File: src/rtl/ex_muldiv_pkg.sv
// Shared FUNCT codes, widths and FSM state type for the EX-stage multiply/divide unit.
package ex_muldiv_pkg;

  localparam int unsigned XLEN      = 32;
  localparam int unsigned CNT_W_DEF = 6;
  localparam int unsigned FUNCT_W   = 6;

  localparam logic [FUNCT_W-1:0] FUNCT_MFHI  = 6'h10;
  localparam logic [FUNCT_W-1:0] FUNCT_MTHI  = 6'h11;
  localparam logic [FUNCT_W-1:0] FUNCT_MFLO  = 6'h12;
  localparam logic [FUNCT_W-1:0] FUNCT_MTLO  = 6'h13;
  localparam logic [FUNCT_W-1:0] FUNCT_MULT  = 6'h18;
  localparam logic [FUNCT_W-1:0] FUNCT_MULTU = 6'h19;
  localparam logic [FUNCT_W-1:0] FUNCT_DIV   = 6'h1A;
  localparam logic [FUNCT_W-1:0] FUNCT_DIVU  = 6'h1B;

  typedef enum logic [1:0] {
    ST_IDLE = 2'd0,
    ST_MUL  = 2'd1,
    ST_DIV  = 2'd2,
    ST_DONE = 2'd3
  } md_state_e;

  function automatic logic is_signed_funct(input logic [FUNCT_W-1:0] f);
    return (f == FUNCT_MULT) || (f == FUNCT_DIV);
  endfunction

endpackage

File: src/rtl/ex_div_core.sv
// Restoring divider datapath on magnitudes: one quotient bit per step.
module ex_div_core #(
  parameter int unsigned WIDTH = 32
) (
  input  logic             clk,
  input  logic             rst_n,
  input  logic             start_i,
  input  logic             step_i,
  input  logic [WIDTH-1:0] dividend_i,
  input  logic [WIDTH-1:0] divisor_i,
  output logic [WIDTH-1:0] quot_o,
  output logic [WIDTH-1:0] rem_o
);

  logic [WIDTH-1:0] rem_q, quot_q, dvsr_q;
  logic [WIDTH:0]   trial_c, diff_c;

  // Partial remainder shifted left with the next dividend bit; bit WIDTH of diff flags a borrow.
  assign trial_c = {rem_q, quot_q[WIDTH-1]};
  assign diff_c  = trial_c - {1'b0, dvsr_q};

  always_ff @(posedge clk or negedge rst_n) begin
    if (!rst_n) begin
      rem_q  <= '0;
      quot_q <= '0;
      dvsr_q <= '0;
    end else if (start_i) begin
      rem_q  <= '0;
      quot_q <= dividend_i;
      dvsr_q <= divisor_i;
    end else if (step_i) begin
      if (!diff_c[WIDTH]) begin
        rem_q  <= diff_c[WIDTH-1:0];
        quot_q <= {quot_q[WIDTH-2:0], 1'b1};
      end else begin
        rem_q  <= trial_c[WIDTH-1:0];
        quot_q <= {quot_q[WIDTH-2:0], 1'b0};
      end
    end
  end

  assign quot_o = quot_q;
  assign rem_o  = rem_q;

endmodule

File: src/rtl/ex_muldiv.sv
// EX-stage iterative multiply/divide unit owning architectural HI/LO; stalls the pipe while busy.
module ex_muldiv
  import ex_muldiv_pkg::*;
#(
  parameter int unsigned WIDTH = XLEN,
  parameter int unsigned CNT_W = CNT_W_DEF
) (
  input  logic               clk,
  input  logic               rst_n,
  input  logic               en,
  input  logic [FUNCT_W-1:0] funct,
  input  logic [WIDTH-1:0]   operand_1,
  input  logic [WIDTH-1:0]   operand_2,
  input  logic               flush,
  output logic               stall_req,
  output logic [WIDTH-1:0]   result,
  output logic [WIDTH-1:0]   hi,
  output logic [WIDTH-1:0]   lo
);

  localparam int unsigned PW = 2 * WIDTH;

  md_state_e        state_q, state_d;
  logic [CNT_W-1:0] cnt_q;
  logic             mul_q, dz_q, sign1_q, sign2_q;
  logic [WIDTH-1:0] mcand_q;
  logic [PW-1:0]    prod_q;
  logic [WIDTH-1:0] hi_q, lo_q;

  logic             start_mul, start_div, step, done, mt_hi, mt_lo;
  logic             sign1_c, sign2_c;
  logic [WIDTH-1:0] abs1_c, abs2_c;
  logic [WIDTH:0]   mul_sum_c;
  logic [PW-1:0]    prod_fix_c;
  logic [WIDTH-1:0] quot_c, rem_c, quot_fix_c, rem_fix_c;

  // Signed ops iterate on magnitudes; signs are re-applied when the result is committed.
  assign sign1_c = is_signed_funct(funct) & operand_1[WIDTH-1];
  assign sign2_c = is_signed_funct(funct) & operand_2[WIDTH-1];
  assign abs1_c  = sign1_c ? (~operand_1 + WIDTH'(1)) : operand_1;
  assign abs2_c  = sign2_c ? (~operand_2 + WIDTH'(1)) : operand_2;

  always_ff @(posedge clk or negedge rst_n) begin
    if (!rst_n) state_q <= ST_IDLE;
    else        state_q <= state_d;
  end

  always_comb begin
    state_d   = state_q;
    stall_req = 1'b0;
    result    = '0;
    start_mul = 1'b0;
    start_div = 1'b0;
    step      = 1'b0;
    done      = 1'b0;
    mt_hi     = 1'b0;
    mt_lo     = 1'b0;
    unique case (state_q)
      ST_IDLE: begin
        if (en) begin
          case (funct)
            FUNCT_MULT, FUNCT_MULTU: begin
              start_mul = 1'b1;
              stall_req = 1'b1;
              state_d   = ST_MUL;
            end
            FUNCT_DIV, FUNCT_DIVU: begin
              start_div = 1'b1;
              stall_req = 1'b1;
              state_d   = (operand_2 == '0) ? ST_DONE : ST_DIV;
            end
            FUNCT_MTHI: mt_hi  = 1'b1;
            FUNCT_MTLO: mt_lo  = 1'b1;
            FUNCT_MFHI: result = hi_q;
            FUNCT_MFLO: result = lo_q;
            default: ;
          endcase
        end
      end
      ST_MUL, ST_DIV: begin
        stall_req = 1'b1;
        step      = 1'b1;
        if (cnt_q == CNT_W'(WIDTH - 1)) state_d = ST_DONE;
      end
      ST_DONE: begin
        done    = 1'b1;
        state_d = ST_IDLE;
      end
    endcase
    // Flush aborts everything: no start, no commit, no HI/LO write, no stall.
    if (flush) begin
      state_d   = ST_IDLE;
      stall_req = 1'b0;
      start_mul = 1'b0;
      start_div = 1'b0;
      step      = 1'b0;
      done      = 1'b0;
      mt_hi     = 1'b0;
      mt_lo     = 1'b0;
    end
  end

  // Shift-add step: conditionally add multiplicand into the upper half, then shift right.
  assign mul_sum_c = {1'b0, prod_q[PW-1:WIDTH]} + (prod_q[0] ? {1'b0, mcand_q} : (WIDTH+1)'(0));

  always_ff @(posedge clk or negedge rst_n) begin
    if (!rst_n) begin
      cnt_q   <= '0;
      mul_q   <= 1'b0;
      dz_q    <= 1'b0;
      sign1_q <= 1'b0;
      sign2_q <= 1'b0;
      mcand_q <= '0;
      prod_q  <= '0;
    end else if (start_mul || start_div) begin
      cnt_q   <= '0;
      mul_q   <= start_mul;
      dz_q    <= start_div && (operand_2 == '0);
      sign1_q <= sign1_c;
      sign2_q <= sign2_c;
      if (start_mul) begin
        mcand_q <= abs1_c;
        prod_q  <= {WIDTH'(0), abs2_c};
      end
    end else if (step) begin
      cnt_q <= cnt_q + CNT_W'(1);
      if (mul_q) prod_q <= {mul_sum_c, prod_q[WIDTH-1:1]};
    end
  end

  ex_div_core #(
    .WIDTH(WIDTH)
  ) u_div_core (
    .clk       (clk),
    .rst_n     (rst_n),
    .start_i   (start_div),
    .step_i    (step && !mul_q),
    .dividend_i(abs1_c),
    .divisor_i (abs2_c),
    .quot_o    (quot_c),
    .rem_o     (rem_c)
  );

  assign prod_fix_c = (sign1_q ^ sign2_q) ? (~prod_q + PW'(1)) : prod_q;
  assign quot_fix_c = (sign1_q ^ sign2_q) ? (~quot_c + WIDTH'(1)) : quot_c;
  assign rem_fix_c  = sign1_q ? (~rem_c + WIDTH'(1)) : rem_c;

  // On divide-by-zero the core never steps, so its quotient still holds |dividend|.
  always_ff @(posedge clk or negedge rst_n) begin
    if (!rst_n) begin
      hi_q <= '0;
      lo_q <= '0;
    end else if (done) begin
      if (mul_q) begin
        hi_q <= prod_fix_c[PW-1:WIDTH];
        lo_q <= prod_fix_c[WIDTH-1:0];
      end else if (dz_q) begin
        hi_q <= sign1_q ? (~quot_c + WIDTH'(1)) : quot_c;
        lo_q <= '1;
      end else begin
        hi_q <= rem_fix_c;
        lo_q <= quot_fix_c;
      end
    end else begin
      if (mt_hi) hi_q <= operand_1;
      if (mt_lo) lo_q <= operand_1;
    end
  end

  assign hi = hi_q;
  assign lo = lo_q;

endmodule

File: config.mk
export PLATFORM = sky130hd
export DESIGN_NAME = ex_muldiv
export DESIGN_NICKNAME = d
export VERILOG_FILES = /design/src/rtl/ex_muldiv_pkg.sv /design/src/rtl/ex_div_core.sv /design/src/rtl/ex_muldiv.sv
export SDC_FILE = /design/constraint.sdc
export NUM_CORES = 1
export LEC_CHECK = 0
export ABC_AREA = 1
export CORE_MARGIN = 10
export CORE_UTILIZATION = 45
export DETAILED_ROUTE_END_ITERATION = 16
export MAX_ROUTING_LAYER = met4
export PLACE_DENSITY_LB_ADDON = 0.25
export SLEW_MARGIN = 20
export SYNTH_ARGS = -nofsm -noshare
export SYNTH_HDL_FRONTEND = slang
export SYNTH_SLANG_ARGS = --single-unit
File: constraint.sdc
create_clock -name clk -period 6.7 [get_ports clk]
set_input_delay 0.67 -clock clk [delete_from_list [all_inputs] [get_ports clk]]
set_output_delay 0.67 -clock clk [all_outputs]
set_load 0.05 [all_outputs]
# Word level (Yosys, flattened, before mapping)
# Cells that the tools add are included.
# Widths: inputs -> output; s select.
[op_classes]
n_addsub = 8
n_eq_ne = 16
muxes = 60
bitwise_logic = 8
n_reduce_logical = 19
[op_table]
columns = ["operator", "count"]
rows = [
  ["$mux 32", 21],
  ["$mux 64", 5],
  ["$add 32x1->32 const B", 4],
  ["$not 32->32", 4],
  ["$add 64x1->64 const B", 1],
  ["$not 64->64", 1],
  ["$pmux 32 s2", 1],
  ["$eq 6x5->1 const B", 9],
  ["$add 32x32->33", 1],
  ["$sub 33x32->33", 1],
  ["$logic_not 32->1", 1],
  ["$mux 1", 25],
  ["$mux 6", 2],
  ["$reduce_bool 2->1", 5],
  ["$add 6x1->6 const B", 1],
  ["$mux 2", 3],
  ["$ne 3x3->1 const B", 2],
  ["$pmux 2 s3", 1],
  ["$reduce_and 3->1", 2],
  ["$reduce_or 2->1", 3],
  ["$eq 2x2->1 const B", 2],
  ["$ne 4x2->1 const B", 1],
  ["$pmux 2 s2", 1],
  ["$reduce_or 4->1", 1],
  ["other kinds (10)", 13],
]
[totals]
reg_bits = 268
out_inout_bits = 97
wordCells = 124

# Logic depth before layout (Yosys ltp)
# Gate-level depths: netlist of the first run.
[logic_depth]
word_depth = 9
mapped_depth = 17
mapped_depth_nobuf = 17

# By module
# A second synthesis of the first run with hierarchy kept.
[hier_totals]
cells_unflattened = 3861
hier_area_um2 = 23648.9
[modules_own_cells]
columns = ["mod", "n_inst", "cells_per_inst", "area_each_um2"]
rows = [
  ["ex_muldiv", 1, 2857, 16976.3],
  ["ex_div_core", 1, 1004, 6672.6],
]

# Worst setup path after synthesis of the first run
# No wires, ideal clock.
[synth_timing]
path_kind = "input -> output"
startpoint = "input funct[5]"
endpoint = "output result[0]"
t_arrival_ns = 2.495
setup_slack_ns = 3.535
stages = 8
cell_sequence = "inv_1 nand2_1 nor3_1 inv_1 nor3_1 buf_2 nand2_1 a21oi_1"
[synth_between]
elab_chain_len = 4
elab_cells_between_ends = 5
classes_between = "eq/ne (2); mux (3)"
[synth_rtl]
columns = ["item", "line", "text"]
rows = [
  ["start: declaration", "ex_muldiv.sv:11", "input logic [FUNCT_W-1:0] funct,"],
  ["$eq 6x5->1", "ex_muldiv.sv:61", "case (funct)"],
  ["$pmux 32 s2 (*)", "ex_muldiv.sv:61", ""],
  ["$mux 32 (*)", "ex_muldiv.sv:60", "if (en) begin"],
  ["$mux 32 (*)", "ex_muldiv.sv:58", "unique case (state_q)"],
  ["end: declaration", "ex_muldiv.sv:16", "output logic [WIDTH-1:0] result,"],
]
# Mark *: on every way between the ends. The rest lies on a longest branch, timed or not.

# Worst setup path after layout of the first run
[layout_timing]
startpoint = "register state_q[0]"
endpoint = "register prod_q[26]"
[layout_between]
elab_chain_len = 6
elab_cells_between_ends = 16
classes_between = "eq/ne (3); mux (7); reduce/logical (6)"
[layout_rtl]
columns = ["item", "line", "text"]
rows = [
  ["start: declaration", "ex_muldiv.sv:23", "md_state_e state_q, state_d;"],
  ["start signal: assignment", "ex_muldiv.sv:45", "else state_q <= state_d;"],
  ["$eq 2x1->1, or another cell as far along", "ex_muldiv.sv:58", ""],
  ["$reduce_or 2->1 or $mux 1 (tied branches)", "ex_muldiv.sv:58", ""],
  ["$mux 1, on equally long branches", "ex_muldiv.sv:58, ex_muldiv.sv:91", ""],
  ["$mux 1 or $logic_or 1x1->1 (tied branches)", "ex_muldiv.sv:91, ex_muldiv.sv:115", ""],
  ["$reduce_bool 2->1 (no line) or $ne 2x2->1 (tied branches)", "--", ""],
  ["$reduce_and 3->1 (no line)", "--", ""],
  ["end signal: assignment", "ex_muldiv.sv:123", "prod_q <= {WIDTH'(0), abs2_c};"],
  ["end signal: assignment", "ex_muldiv.sv:127", "if (mul_q) prod_q <= {mul_sum_c, prod_q[WIDTH-1:1]};"],
  ["end: declaration", "ex_muldiv.sv:27", "logic [PW-1:0] prod_q;"],
]
# Several ways; a longest one is shown, not always the timed one.
# A chain may end at the register's enable or synchronous reset.

==> impl_metrics.csv, run 1 <==
group,metric,value,unit
synth,yosysTopAreaCellShare,29.0,%
synth,synth_enable_flop_cells,0,
timing,slew_headroom,33.0,%
timing,period_share,66.9,%
worst_setup_path,slowest_delay,0.69,ns
worst_setup_path,cp-end-kind,"flop",
place,hpwl,78.6,mm
clock_network,clk_pin_slew,0.06,ns
synth,synth_area,0.0231,sq mm
routing,remaining_drc_errors,0,
synth,synth_fp_nets,3887,
global_route,antenna_found_initial,2,
routing,firstDrtPassIters,6,
clock_network,cts_tree,"built",
floorplanning,io_pins,171,
finish,post-route-util,51.8,%
timing,hold_viol_final,0,
synth,syn_inst,3738,
routing,avgViaCountPerCell,5.83,
floorplanning,die_h,247,um
timing,clock.fmax,223,MHz
routing,ant_nets,0,
pwr,comb_power_share,54.8,%
clock_network,cts_resized,0,
clock_network,cts_root_buf,"clkbuf_16",
floorplanning,start_util,45.3,%
global_route,grt_max_degree,152,
synth,synthFlopType,"dfrtp_1",
global_route,grtUsageTotal,32.5,%
global_route,grt_pass1_vias,23900,
pwr,p_int,5.18,mW
clock_network,clk_latency,0.56,ns
worst_setup_path,r2r-end,"prod_q[26]",
floorplanning,die_width,247,um
timing,fin_crit,4.48,ns
timing,finalSetupViolations,0,
finish,area_growth,14.4,%
worst_setup_path,worstPathRequired,7.14,ns
timing,setup_ws,2.22,ns
timing,worst_pin_slew,1.00,ns
synth,synth-seq-area-share,29.0,%
floorplanning,num_rows,83,
timing,fin_hold_ws,0.0463,ns
clock_network,h-tree-depth,2,
place,place_ws,1.75,ns
routing,wire_per_inst,21.8,um
clock_network,clock_path_buffers,3,
global_route,grt_pass1_wl,148,mm
finish,drive_above_1_share,3.29,%
synth,synthArstFlopShare,100,%
worst_setup_path,cp_cell_sequence,"inv_1 > ha_1 > nand2_2 > inv_2 > nand3_1 > clkinv_1 > nand2_2 > buf_4 > a21boi_4 > buf_4 > nand2_2 > inv_2 > a22oi_1 > nand2_1 > inv_1",
worst_setup_path,crit_type,"flop to flop",
finish,fin_nets,3984,
pwr,p_switching,5.74,mW
clock_network,post_cts_buffers,0,
place,routabilityCongestion,1.07,
global_route,grt_overflow,0,
run,max_cap_violations,0,
pwr,ir_worst_vdd,0.000223,V
worst_setup_path,r2r_slack,2.22,ns
worst_setup_path,rr_worst_depth,15,
timing,setup_tns,0,ns
synth,synthTopCellsByArea,"dfrtp_1 29%, nand2_1 18%, nor2_1 7.6%",
worst_setup_path,crit_arrival,4.93,ns
pwr,p_leak,12.8,nW
floorplanning,fp.dieArea,0.0609,sq mm
synth,yosys_warnings,0,
routing,wl,99.0,mm
pwr,seq_power_share,27.4,%
pwr,p_per_area,413,mW/mm^2
worst_setup_path,startpoint_type,"flop",
worst_setup_path,cp_slowest_cell,"nand2_2",
timing,drv_slew,0,
pwr,total_power,10.9,mW
clock_network,cts.sinks,268,
place,portBuffers,170,
worst_setup_path,cpLargestDelayFamily,"buffers and inverters",
pwr,swShare,52.6,%
synth,yosys_register_bits,268,
worst_setup_path,path_common_cell,"nand2_2",
routing,initialDrtViolationCount,3420,
status,outcome,"completed",
finish,final.fill_count,5361,
synth,synth_cell_type_count,50,
synth,post-synth-top-area-cell,"dfrtp_1",
worst_setup_path,cp_num_buf_inv,7,
floorplanning,core_area,0.0511,sq mm
worst_setup_path,crit_fanout,57,
clock_network,numCtsBuffers,34,
routing,vias,26500,
timing,rsz0062_at_grt,"no",
synth,syn_avg_cell_area,6.19,sq um
worst_setup_path,r2r-start,"state_q[0]",
timing,fin_skew,0.0367,ns
worst_hold_path,holdCritPathClass,"input pin to asynchronous set/reset pin",
pwr,clock_power_share,17.8,%
clock_network,hold_buffers,0,
## placed cells by master (no fill, tap or decap), types with 10 or more instances in the layout
cell type        count
nor3_1              30
nor2_1             465
o21ai_0            233
o21ai_1             10
nand4_1             40
nand3_1            334
inv_1              423
o221ai_1            35
xnor2_1             29
o21bai_1            15
a21oi_1            198
xor2_1              76
nand3b_1            18
a31oi_1             17
o22ai_1             31
inv_2               15
buf_4               23
nand2_1           1137
dfrtp_1            267
clkdlybuf4s50_1    169
a22oi_1             36
ha_1                73
o211ai_1            50
clkbuf_16           35
## worst reg2reg max path, delay by kind of cell, from the launching register on
family / cells / cell delay (ns)
and+or+nand+nor: 5 / 1.46
AOI/OAI and AO/OA: 2 / 0.30
DFF: 1 / 0.39
buffers and inverters: 7 / 2.00
adders and majority gates: 1 / 0.24
## kinds of logic after synthesis
kind of cell	count (synthesis)	synth area share, %
buffers and inverters	574	9.83
AND/OR/NAND/NOR	2061	36.6
adder cells (fa/ha/maj)	75	4.12
multiplexers	1	0.0433
AO/OA/AOI/OAI	654	16.4
XOR/XNOR	105	3.98
flip-flops	268	29.0
## area by class of cell
cell class | instances | area (sq um) | area share [%]
flip-flops and latches | 268 | 6710 | 25.4
well taps | 680 | 851 | 3.22
clock inverters | 17 | 188 | 0.709
clock buffers | 44 | 980 | 3.70
diodes | 2 | 5.00 | 0.0189
multi-input cells | 2896 | 14200 | 53.6
inverters | 441 | 1660 | 6.26
repair buffers | 194 | 1900 | 7.18
## Yosys cell counts (4+ instances only)
library cell,instances
o31ai_1,5
nor3_1,32
nor2_1,466
o21bai_1,15
buf_4,12
ha_1,73
nand4_1,40
a21o_1,8
o221ai_1,35
nand2_2,6
inv_1,425
a31oi_1,17
nand3_1,334
o21ai_0,233
or2_2,8
o21ai_1,11
nand3b_1,18
a21oi_1,198
buf_1,13
o21a_1,4
inv_2,13
clkbuf_1,65
nor4_1,8
nand2_1,1138
xor2_1,76
o211ai_1,50
buf_2,40
dfrtp_1,268
o22ai_1,31
a22oi_1,36
a211oi_1,4
xnor2_1,29
## worst max-delay path by stage
stage / cells past startpoint / endpoint / startpoint / slack, ns
4_1_cts: 15 / prod_q[26] / state_q[0] / 2.20
6_report: 15 / prod_q[26] / state_q[0] / 2.22
3_5_place_dp: 14 / prod_q[20] / en / 1.75
2_1_floorplan: 8 / result[0] / funct[5] / 3.53
5_1_grt: 15 / prod_q[26] / state_q[1] / 1.88
3_3_place_gp: 14 / prod_q[22] / en / 1.86
## power by group through the flow
stage | clock (mW) | sequential, mW | combinational, mW
final | 1.95 | 2.99 | 5.99
after global routing | 2.00 | 3.05 | 6.51
after CTS | 1.96 | 2.95 | 5.87
after detailed placement | 0 | 2.97 | 5.85
after global placement | 0 | 2.97 | 5.82
after floorplan | 0 | 3.32 | 3.41
## per-layer routing
metal	track usage, %	wire length [um]	vias up
met5	-	0	-
met4	16.8	5520	0
met3	5.54	10300	200
met2	45.4	40400	1445
met1	44.3	42800	12400
li1	-	-	12400
## flip-flops by register name, summed over array words and instances, names as in the netlist
name               count
prod_q                64
hi                    32
lo                    32
mcand_q               32
u_div_core.dvsr_q     32
u_div_core.quot_o     32
u_div_core.rem_o      32
cnt_q                  6
state_q                2
dz_q                   1
mul_q                  1
sign1_q                1
sign2_q                1
## through the flow
| stage | cells | instance area, sq um |
|---|---|---|
| after floorplan | 3738 | 23100 |
| after global placement | 4479 | 25300 |
| after detailed placement | 4479 | 25300 |
| after CTS | 4540 | 26400 |
| after global routing | 4542 | 26500 |
| final | 4542 | 26500 |
Note: power is estimated with default switching activity, not from simulation.
==> run 2: changes to the inputs <==
==> constraint.sdc (replaced) <==
create_clock -name clk -period 3.6 [get_ports clk]
set_input_delay 0.36 -clock clk [delete_from_list [all_inputs] [get_ports clk]]
set_output_delay 0.36 -clock clk [all_outputs]
set_load 0.05 [all_outputs]
==> run 2 against run 1 <==
  * Worst hold slack gained 0.38 ns
  * First-iteration DRC count grew 3.1%
  * Combinational power grew 90%
  * Sequential share of layout area shrank 0.55 points
  * Wire length grew 4.5%
  * Fmax grew 40%
  * Non-clock buffer count grew 46
  * Largest power group unchanged
==> impl_metrics.csv, run 2 (same netlist as run 1, synthesis figures left out) <==
group,metric,value,unit
worst_setup_path,worstPathRequired,4.03,ns
worst_setup_path,r2r-start,"prod_q[0]",
worst_setup_path,cp-end-kind,"flop",
clock_network,clk_pin_slew,0.06,ns
floorplanning,io_pins,171,
finish,final_cell_mix,"1,137 x nand2_1, 465 x nor2_1, 423 x inv_1",
worst_hold_path,holdCritPathClass,"input pin to flop",
routing,wl,104,mm
finish,largest_reg_flops,64,
place,place_ws,0.628,ns
routing,vias,26400,
routing,wire_per_inst,22.5,um
clock_network,numCtsBuffers,35,
finish,regMostFlops,"prod_q",
clock_network,cts_tree,"built",
routing,remaining_drc_errors,0,
worst_hold_path,hold_start,"operand_1[0]",
worst_setup_path,rr_worst_depth,10,
run,max_cap_violations,0,
finish,drive_above_1_share,5.14,%
floorplanning,fp.dieArea,0.0609,sq mm
pwr,clock_power_share,18.3,%
timing,fin_crit,3.20,ns
place,hpwl,83.4,mm
clock_network,post_cts_buffers,0,
worst_setup_path,r2r-end,"prod_q[51]",
floorplanning,start_util,45.3,%
timing,slew_headroom,28.7,%
pwr,seq_power_share,26.9,%
finish,layout.cells.most_common,"nand2_1",
routing,avgViaCountPerCell,5.75,
timing,fin_skew,0.0149,ns
finish,area_growth,17.0,%
timing,worst_pin_slew,1.06,ns
global_route,grt_max_degree,93,
global_route,grt_pass1_wl,154,mm
finish,final.fill_count,5375,
worst_setup_path,r2r_slack,0.40,ns
worst_setup_path,startpoint_type,"flop",
pwr,p_switching,10.9,mW
clock_network,cts_root_buf,"clkbuf_16",
global_route,antenna_found_initial,2,
routing,ant_nets,0,
clock_network,h-tree-depth,2,
status,outcome,"completed",
pwr,p_leak,13.1,nW
routing,firstDrtPassIters,6,
global_route,grt_overflow,0,
pwr,p_per_area,770,mW/mm^2
worst_hold_path,min_path_cells,3,
pwr,swShare,52.3,%
routing,initialDrtViolationCount,3526,
timing,rsz0062_at_grt,"no",
clock_network,clock_path_buffers,3,
place,portBuffers,170,
global_route,grtUsageTotal,34.2,%
timing,setup_ws,0.403,ns
floorplanning,num_rows,83,
timing,setup_tns,0,ns
timing,finalSetupViolations,0,
finish,fin_nets,4031,
place,routabilityCongestion,1.06,
floorplanning,die_h,247,um
clock_network,cts.sinks,268,
worst_hold_path,hold_end,"lo[0]",
worst_setup_path,crit_fanout,31,
floorplanning,die_width,247,um
worst_setup_path,crit_type,"flop to flop",
floorplanning,core_area,0.0511,sq mm
timing,drv_slew,0,
pwr,ir_worst_vdd,0.000355,V
clock_network,clk_latency,0.56,ns
pwr,p_int,9.93,mW
timing,fin_hold_ws,0.421,ns
worst_setup_path,crit_arrival,3.63,ns
timing,clock.fmax,313,MHz
finish,post-route-util,52.9,%
global_route,grt_pass1_vias,24200,
clock_network,cts_resized,0,
pwr,comb_power_share,54.9,%
timing,period_share,88.8,%
timing,hold_viol_final,0,
[run 2: worst max-delay path by stage]
| stage | from | to | slack (ns) | cells after the start |
|---|---|---|---|---|
| floorplan | prod_q[0] | prod_q[49] | 1.0 | 17 |
| global placement | prod_q[0] | prod_q[51] | 0.56 | 10 |
| global route | state_q[0] | prod_q[39] | 0.39 | 12 |
| detailed placement | en | prod_q[39] | 0.63 | 11 |
| finish | prod_q[0] | prod_q[51] | 0.40 | 10 |
| CTS | prod_q[0] | prod_q[51] | 0.67 | 10 |
[run 2: final cells by class]
class | instances | area, sq um | share of cell area, %
clock inverters | 17 | 239 | 0.884
repair buffers | 240 | 2440 | 9.02
diodes | 2 | 5.00 | 0.0185
well taps | 680 | 851 | 3.15
flip-flops and latches | 268 | 6710 | 24.8
inverters | 441 | 1660 | 6.12
clock buffers | 46 | 980 | 3.62
multi-input cells | 2896 | 14200 | 52.4
[run 2: metal layers]
| layer | wire length [um] | track usage (%) |
|---|---|---|
| met5 | 0 | - |
| met4 | 5500 | 16.7 |
| met3 | 11100 | 6.28 |
| met2 | 43200 | 48.8 |
| met1 | 43800 | 45.8 |
[run 2: metrics by stage]
stage	instance area, sq um	instances	power, mW
finish	27000	4590	20.8
floorplan	23100	3738	12.5
detailed placement	25800	4524	16.7
CTS	27000	4588	20.5
global placement	25800	4524	16.7
global route	27000	4590	22.0
[run 2: what timing repair did]
action	CTS	global route
endpoints found under the hold margin	86	0
hold buffers	1	0
endpoints found under the setup margin	0	0
[run 2: critical path, stage by stage, from the launching register on]
cell and delay, ns:
dfrtp_1 0.49, buf_4 0.41, nand2_1 0.10, inv_1 0.12
ha_1 0.29, a21oi_1 0.23, o21ai_0 0.23, a21oi_1 0.49
nand3_1 0.29, o21ai_0 0.28, o21ai_0 0.12
[run 2: power by group through the flow]
stage               Clock, mW  Combinational, mW  Sequential (mW)
floorplan                   0               6.34             6.19
global placement            0               11.1             5.56
detailed placement          0               11.1             5.56
CTS                      3.82               11.2             5.52
global route             3.94               12.3             5.70
finish                   3.80               11.4             5.60
